**src/rtl/jpeg_pkg.sv**
```systemverilog
// Shared definitions for the JPEG DCT feeder: FSM states and block geometry.
package jpeg_pkg;

  typedef enum logic [2:0] {
    ST_IDLE,
    ST_FETCH0,
    ST_FETCH1,
    ST_CAPTURE,
    ST_PRESENT
  } feeder_state_t;

  localparam int         BLOCK_ROWS    = 8;
  localparam int         WORDS_PER_ROW = 2;
  localparam logic [7:0] PIXEL_OFFSET  = 8'h80;

endpackage

```
**src/rtl/jpeg_row_unpack.sv**
```systemverilog
// Splits one 32-bit BRAM word into four pixels, optionally level-shifted by -128.
module jpeg_row_unpack
  import jpeg_pkg::*;
#(
  parameter bit LEVEL_SHIFT = 1'b1
) (
  input  logic [31:0] word_i,
  output logic [31:0] pix_o
);

  localparam int NUM_LANES = 4;

  // Flipping the MSB of an unsigned byte yields its two's-complement value minus 128.
  for (genvar i = 0; i < NUM_LANES; i++) begin : g_lane
    if (LEVEL_SHIFT) begin : g_shift
      assign pix_o[8*i +: 8] = word_i[8*i +: 8] ^ PIXEL_OFFSET;
    end else begin : g_raw
      assign pix_o[8*i +: 8] = word_i[8*i +: 8];
    end
  end

endmodule

```
**src/rtl/jpeg_dct_feeder.sv**
```systemverilog
// Fetches one 8x8 block from the input BRAM row by row, level-shifts the
// pixels and hands each 64-bit row to the DCT over a valid/ready handshake.
module jpeg_dct_feeder
  import jpeg_pkg::*;
#(
  parameter int BANK_W      = 5,
  parameter bit LEVEL_SHIFT = 1'b1,
  parameter int CNT_W       = 16
) (
  input  logic              clk_i,
  input  logic              rst_ni,
  input  logic              start_i,
  input  logic [BANK_W-1:0] bank_i,
  output logic              busy_o,
  output logic [BANK_W+3:0] bram_addr_o,
  output logic              bram_rd_o,
  input  logic [31:0]       bram_data_i,
  output logic [63:0]       row_o,
  output logic              row_valid_o,
  input  logic              row_ready_i,
  output logic [2:0]        row_idx_o,
  output logic              last_row_o,
  output logic              done_o,
  output logic [CNT_W-1:0]  blk_cnt_o
);

  localparam logic [2:0] LAST_ROW = 3'(BLOCK_ROWS - 1);

  feeder_state_t     state;
  logic [BANK_W-1:0] bank_q;
  logic [31:0]       pix;

  // One unpacker serves both halves of the row; the FSM picks where it lands.
  jpeg_row_unpack #(.LEVEL_SHIFT(LEVEL_SHIFT)) u_unpack (
    .word_i (bram_data_i),
    .pix_o  (pix)
  );

  // Row sequencer; every output is registered and reflects the state it enters.
  // row_idx_o doubles as the row counter so it is stable while a row is offered.
  always_ff @(posedge clk_i or negedge rst_ni) begin
    if (!rst_ni) begin
      state       <= ST_IDLE;
      bank_q      <= '0;
      busy_o      <= 1'b0;
      bram_rd_o   <= 1'b0;
      bram_addr_o <= '0;
      row_o       <= '0;
      row_valid_o <= 1'b0;
      row_idx_o   <= '0;
      last_row_o  <= 1'b0;
      done_o      <= 1'b0;
      blk_cnt_o   <= '0;
    end else begin
      done_o <= 1'b0;
      case (state)
        ST_IDLE: begin
          if (start_i) begin
            bank_q      <= bank_i;
            row_idx_o   <= '0;
            busy_o      <= 1'b1;
            bram_rd_o   <= 1'b1;
            bram_addr_o <= {bank_i, 3'd0, 1'b0};
            state       <= ST_FETCH0;
          end
        end
        ST_FETCH0: begin
          bram_addr_o <= {bank_q, row_idx_o, 1'b1};
          state       <= ST_FETCH1;
        end
        ST_FETCH1: begin
          // Word 0 (pixels 0-3) returns now, one cycle after its read.
          row_o[63:32] <= pix;
          bram_rd_o    <= 1'b0;
          state        <= ST_CAPTURE;
        end
        ST_CAPTURE: begin
          row_o[31:0] <= pix;
          row_valid_o <= 1'b1;
          last_row_o  <= (row_idx_o == LAST_ROW);
          state       <= ST_PRESENT;
        end
        ST_PRESENT: begin
          if (row_ready_i) begin
            row_valid_o <= 1'b0;
            last_row_o  <= 1'b0;
            if (row_idx_o == LAST_ROW) begin
              // start_i is not looked at here, so a coincident start is dropped.
              busy_o    <= 1'b0;
              done_o    <= 1'b1;
              blk_cnt_o <= blk_cnt_o + CNT_W'(1);
              state     <= ST_IDLE;
            end else begin
              row_idx_o   <= row_idx_o + 3'd1;
              bram_rd_o   <= 1'b1;
              bram_addr_o <= {bank_q, row_idx_o + 3'd1, 1'b0};
              state       <= ST_FETCH0;
            end
          end
        end
        default: state <= ST_IDLE;
      endcase
    end
  end

endmodule

```
**config.mk**
```make
export PLATFORM = sky130hd
export DESIGN_NAME = jpeg_dct_feeder
export DESIGN_NICKNAME = d
export VERILOG_FILES = /design/src/rtl/jpeg_pkg.sv /design/src/rtl/jpeg_row_unpack.sv /design/src/rtl/jpeg_dct_feeder.sv
export SDC_FILE = /design/constraint.sdc
export NUM_CORES = 1
export LEC_CHECK = 0
export CAP_MARGIN = 10
export CORE_UTILIZATION = 25
export DETAILED_ROUTE_END_ITERATION = 7
export HOLD_SLACK_MARGIN = 0.15
export MAX_ROUTING_LAYER = met4
export PLACE_DENSITY = 0.61
export REMOVE_ABC_BUFFERS = 1
export SLEW_MARGIN = 25
export SYNTH_ARGS = -nofsm -noshare
export SYNTH_HDL_FRONTEND = slang
export SYNTH_HIERARCHICAL = 1
export SYNTH_SLANG_ARGS = --single-unit
```
**constraint.sdc**
```tcl
create_clock -name clk_i -period 1.74 [get_ports clk_i]
set_input_delay 0.174 -clock clk_i [delete_from_list [all_inputs] [get_ports clk_i]]
set_output_delay 0.174 -clock clk_i [all_outputs]
set_load 0.01 [all_outputs]
```
==> tab_implementation.tex <==
\begin{tabular}{lr}
\hline
Metric & Value \\
\hline
\multicolumn{2}{l}{\textbf{Timing}} \\
Maximum clock skew at final layout & 0.00914 ns \\
Worst slew margin relative to its limit & 70.1\% \\
Unrepaired setup endpoints after global routing & no \\
Fmax & 593 MHz \\
Final min period & 1.68 ns \\
Pins Over Slew Limit & 0 \\
Fin crit share & 96.8\% \\
Final count of negative-setup-slack endpoints & 0 \\
Slew of the pin with the lowest slew margin & 0.448 ns \\
Hold violation count in the final report & 0 \\
\multicolumn{2}{l}{\textbf{Finish}} \\
Post-route cell area & 0.00638 mm2 \\
Synthesis-to-layout area growth & 43.8\% \\
Count of antenna diodes in the layout & 0 \\
Layout cell share with drive strength beyond 1 & 18.3\% \\
Layout net count & 499 \\
Core Util, Final & 36.9\% \\
\multicolumn{2}{l}{\textbf{Clock network}} \\
CTS Buf Count & 9 \\
Number of buffers on the longest clock path & 2 \\
Clock root cell & sky130\_fd\_sc\_hd\_\_clkbuf\_16 \\
TritonCTS clock tree & built \\
Sink count of the clock tree & 105 \\
Worst-skew pair later-pin latency & 0.35 ns \\
CTS H-tree lvls & 3 \\
Clock Pin Slew Worst Setup and Hold Paths & 0.07 ns \\
\multicolumn{2}{l}{\textbf{Setup path}} \\
Critical Path Source Type & register \\
Depth of the worst register-to-register path & 7 \\
Arrival @ worst endpoint & 1.51 ns \\
CP Data Required Time & 1.57 ns \\
Kind of critical path & reg2out \\
Kind of end point of the critical path & output port \\
Crit path max fanout & 4 \\
\multicolumn{2}{l}{\textbf{Flow run}} \\
Count of max-cap constraint violations & 0 \\
\multicolumn{2}{l}{\textbf{Placed design}} \\
HPWL after DPL & 7160 um \\
Final weighted congestion of routability-driven global placement & 0.765 \\
Number of input and output port buffers inserted & 137 \\
Total cell area at the placement stage & 0.00598 mm2 \\
\multicolumn{2}{l}{\textbf{Floorplan}} \\
X dimension of the die & 135 um \\
Total Die Area & 0.0183 mm2 \\
Initial Utilization & 25.6\% \\
Rows & 48 \\
Core Region & 0.0173 mm2 \\
Top-level I/O count & 138 \\
Y dimension of the die & 135 um \\
\multicolumn{2}{l}{\textbf{GRT}} \\
Total track usage & 12.0\% \\
Total global routing overflow & 0 \\
Via count of the first global-routing pass & 3180 \\
Pin count of the biggest net entering global routing & 43 \\
Wire length of the first global-routing pass & 16300 um \\
Initial antenna violation count & 0 \\
\multicolumn{2}{l}{\textbf{Synth}} \\
Summed instance area of the synthesized netlist & 0.00444 mm2 \\
Number of storage elements in the synthesis netlist & 105 \\
Number of warnings issued by yosys & 6 \\
Count of different cell masters after synthesis & 37 \\
Share of the yosys chip area belonging to registers & 59.2\% \\
Most used standard cell by instance count after synthesis & sky130\_fd\_sc\_hd\_\_dfrtp\_1 \\
Count of flip-flops with a built-in enable after synthesis & 0 \\
Average instance area after synthesis & 13.5 um2 \\
Post-Synthesis Cells & 329 \\
Leading cell types by count after synthesis & sky130\_fd\_sc\_hd\_\_dfrtp\_1 (105), sky130\_fd\_sc\_hd\_\_mux2\_2 (39), sky130\_fd\_sc\_hd\_\_mux2\_1 (32), sky130\_fd\_sc\_hd\_\_buf\_4 (28) \\
Cell taking the most area after synthesis & sky130\_fd\_sc\_hd\_\_dfrtp\_1 \\
Yosys top cell area share & 59.2\% \\
Cells taking the most area after synthesis & sky130\_fd\_sc\_hd\_\_dfrtp\_1 (59\%), sky130\_fd\_sc\_hd\_\_mux2\_2 (9.9\%), sky130\_fd\_sc\_hd\_\_mux2\_1 (8.1\%), sky130\_fd\_sc\_hd\_\_buf\_4 (4.7\%), sky130\_fd\_sc\_hd\_\_xnor2\_1 (1.6\%) \\
Dominant synthesized flop cell & sky130\_fd\_sc\_hd\_\_dfrtp\_1 \\
Ys async rst share & 100\% \\
\multicolumn{2}{l}{\textbf{Drt}} \\
Number of nets with antenna violations after routing & 0 \\
Average via count per standard cell & 4.29 \\
Post-detailed-routing wire length & 10200 um \\
Wire per inst & 14.8 um \\
Total vias in the final route & 2942 \\
Number of optimization iterations in the first detailed-route pass & 4 \\
Initial detailed-routing violation count & 124 \\
Detailed-route DRC error count & 0 \\
\multicolumn{2}{l}{\textbf{Pwr}} \\
Total power per unit cell area & 1750 mW/mm2 \\
Max IR drop VDD & 800 uV \\
Leakage & 2.71 nW \\
Total power draw & 11.2 mW \\
\multicolumn{2}{l}{\textbf{Hold path}} \\
Class of the tightest hold or removal check & in2async \\
\multicolumn{2}{l}{\textbf{Run status}} \\
Run status & complete, no violations \\
\hline
\end{tabular}
power breakdown:
part / switching (mW) / total [mW] / internal [mW] / leakage, nW
Combinational: 2.10 / 5.20 / 3.10 / 1.30
Clock: 0.909 / 1.97 / 1.06 / 0.140
Sequential: 0.521 / 3.99 / 3.47 / 1.27
state kept, by name, summed over array words and instances (netlist names):
signal       flops
row_valid_o      1
bank_q           5
bram_addr_o      9
state            3
busy_o           1
bram_rd_o        1
row_o           64
done_o           1
blk_cnt_o       16
last_row_o       1
row_idx_o        3
final timing paths:
check,start,to,slack [ns]
worst min-delay path,rst_ni,row_o[5],0.30
min in group clk_i,bram_data_i[7],row_o[39],0.43
worst min register to register,blk_cnt_o[15],blk_cnt_o[15],0.48
max in group asynchronous,rst_ni,row_o[17],0.85
worst max register to register,row_idx_o[1],bram_addr_o[2],0.10
worst max-delay path,row_idx_o[0],row_idx_o[0],0.06
area by class of cell:
| class | instances | area [um2] |
|---|---|---|
| clock inverters | 4 | 33.8 |
| clock buffers | 12 | 256 |
| fillers | 1688 | 10900 |
| multi-input cells | 178 | 1550 |
| inverters | 6 | 22.5 |
| repair buffers | 155 | 1600 |
| well taps | 225 | 282 |
| flip-flops and latches | 105 | 2630 |
metal layers:
metal | routed length (um) | global-route usage, % | up-vias | share of wire, %
li1 | - | - | 1362 | -
met1 | 4470 | 14.6 | 1464 | 44
met2 | 4800 | 18.5 | 100 | 47
met3 | 717 | 3.82 | 16 | 7.1
met4 | 172 | 4.87 | 0 | 1.7
met5 | 0 | - | - | 0
stage by stage:
stage	setup TNS, ns	hold slack (ns)	instances	worst slack (ns)
floorplan	-19.67	-0.122	289	-0.343
global placement	0	0.123	665	0.114
detailed placement	0	0.135	665	0.0701
CTS	0	0.294	682	0.0654
global route	0	0.336	685	0.00209
finish	0	0.302	685	0.0550
logic make-up after synthesis:
| group | synth area share (%) |
|---|---|
| xor+xnor | 3.16 |
| buf+inv | 6.74 |
| compound gates | 3.05 |
| simple gates | 7.81 |
| flops | 59.2 |
| fa+ha+maj | 0.846 |
| mux | 19.2 |
placed cells by master, fill, tap and decap left out, drive strengths merged, types with 9 or more instances in the layout:
cell	netlist	final
a21oi	12	12
nor2	15	15
buf	40	16
clkbuf	0	14
nand2	13	13
dfrtp	105	105
mux2	71	71
nand3	9	9
clkdlybuf4s50	0	136
critical path: stages, from the launching register on:
cell                              delay [ns]
sky130_fd_sc_hd__dfrtp_1                0.38
sky130_fd_sc_hd__buf_4                  0.13
sky130_fd_sc_hd__buf_4                  0.14
sky130_fd_sc_hd__clkdlybuf4s50_1        0.50
what timing repair did:
item / 4_1_cts / 5_1_grt
gates resized for setup: 0 / 6
hold endpoints to repair: 77 / 0
endpoints found under the setup margin: 0 / 7
hold buffers: 1 / 0
buffers inserted: 0 / 1
No activity file was read; power rests on OpenSTA's default activity.
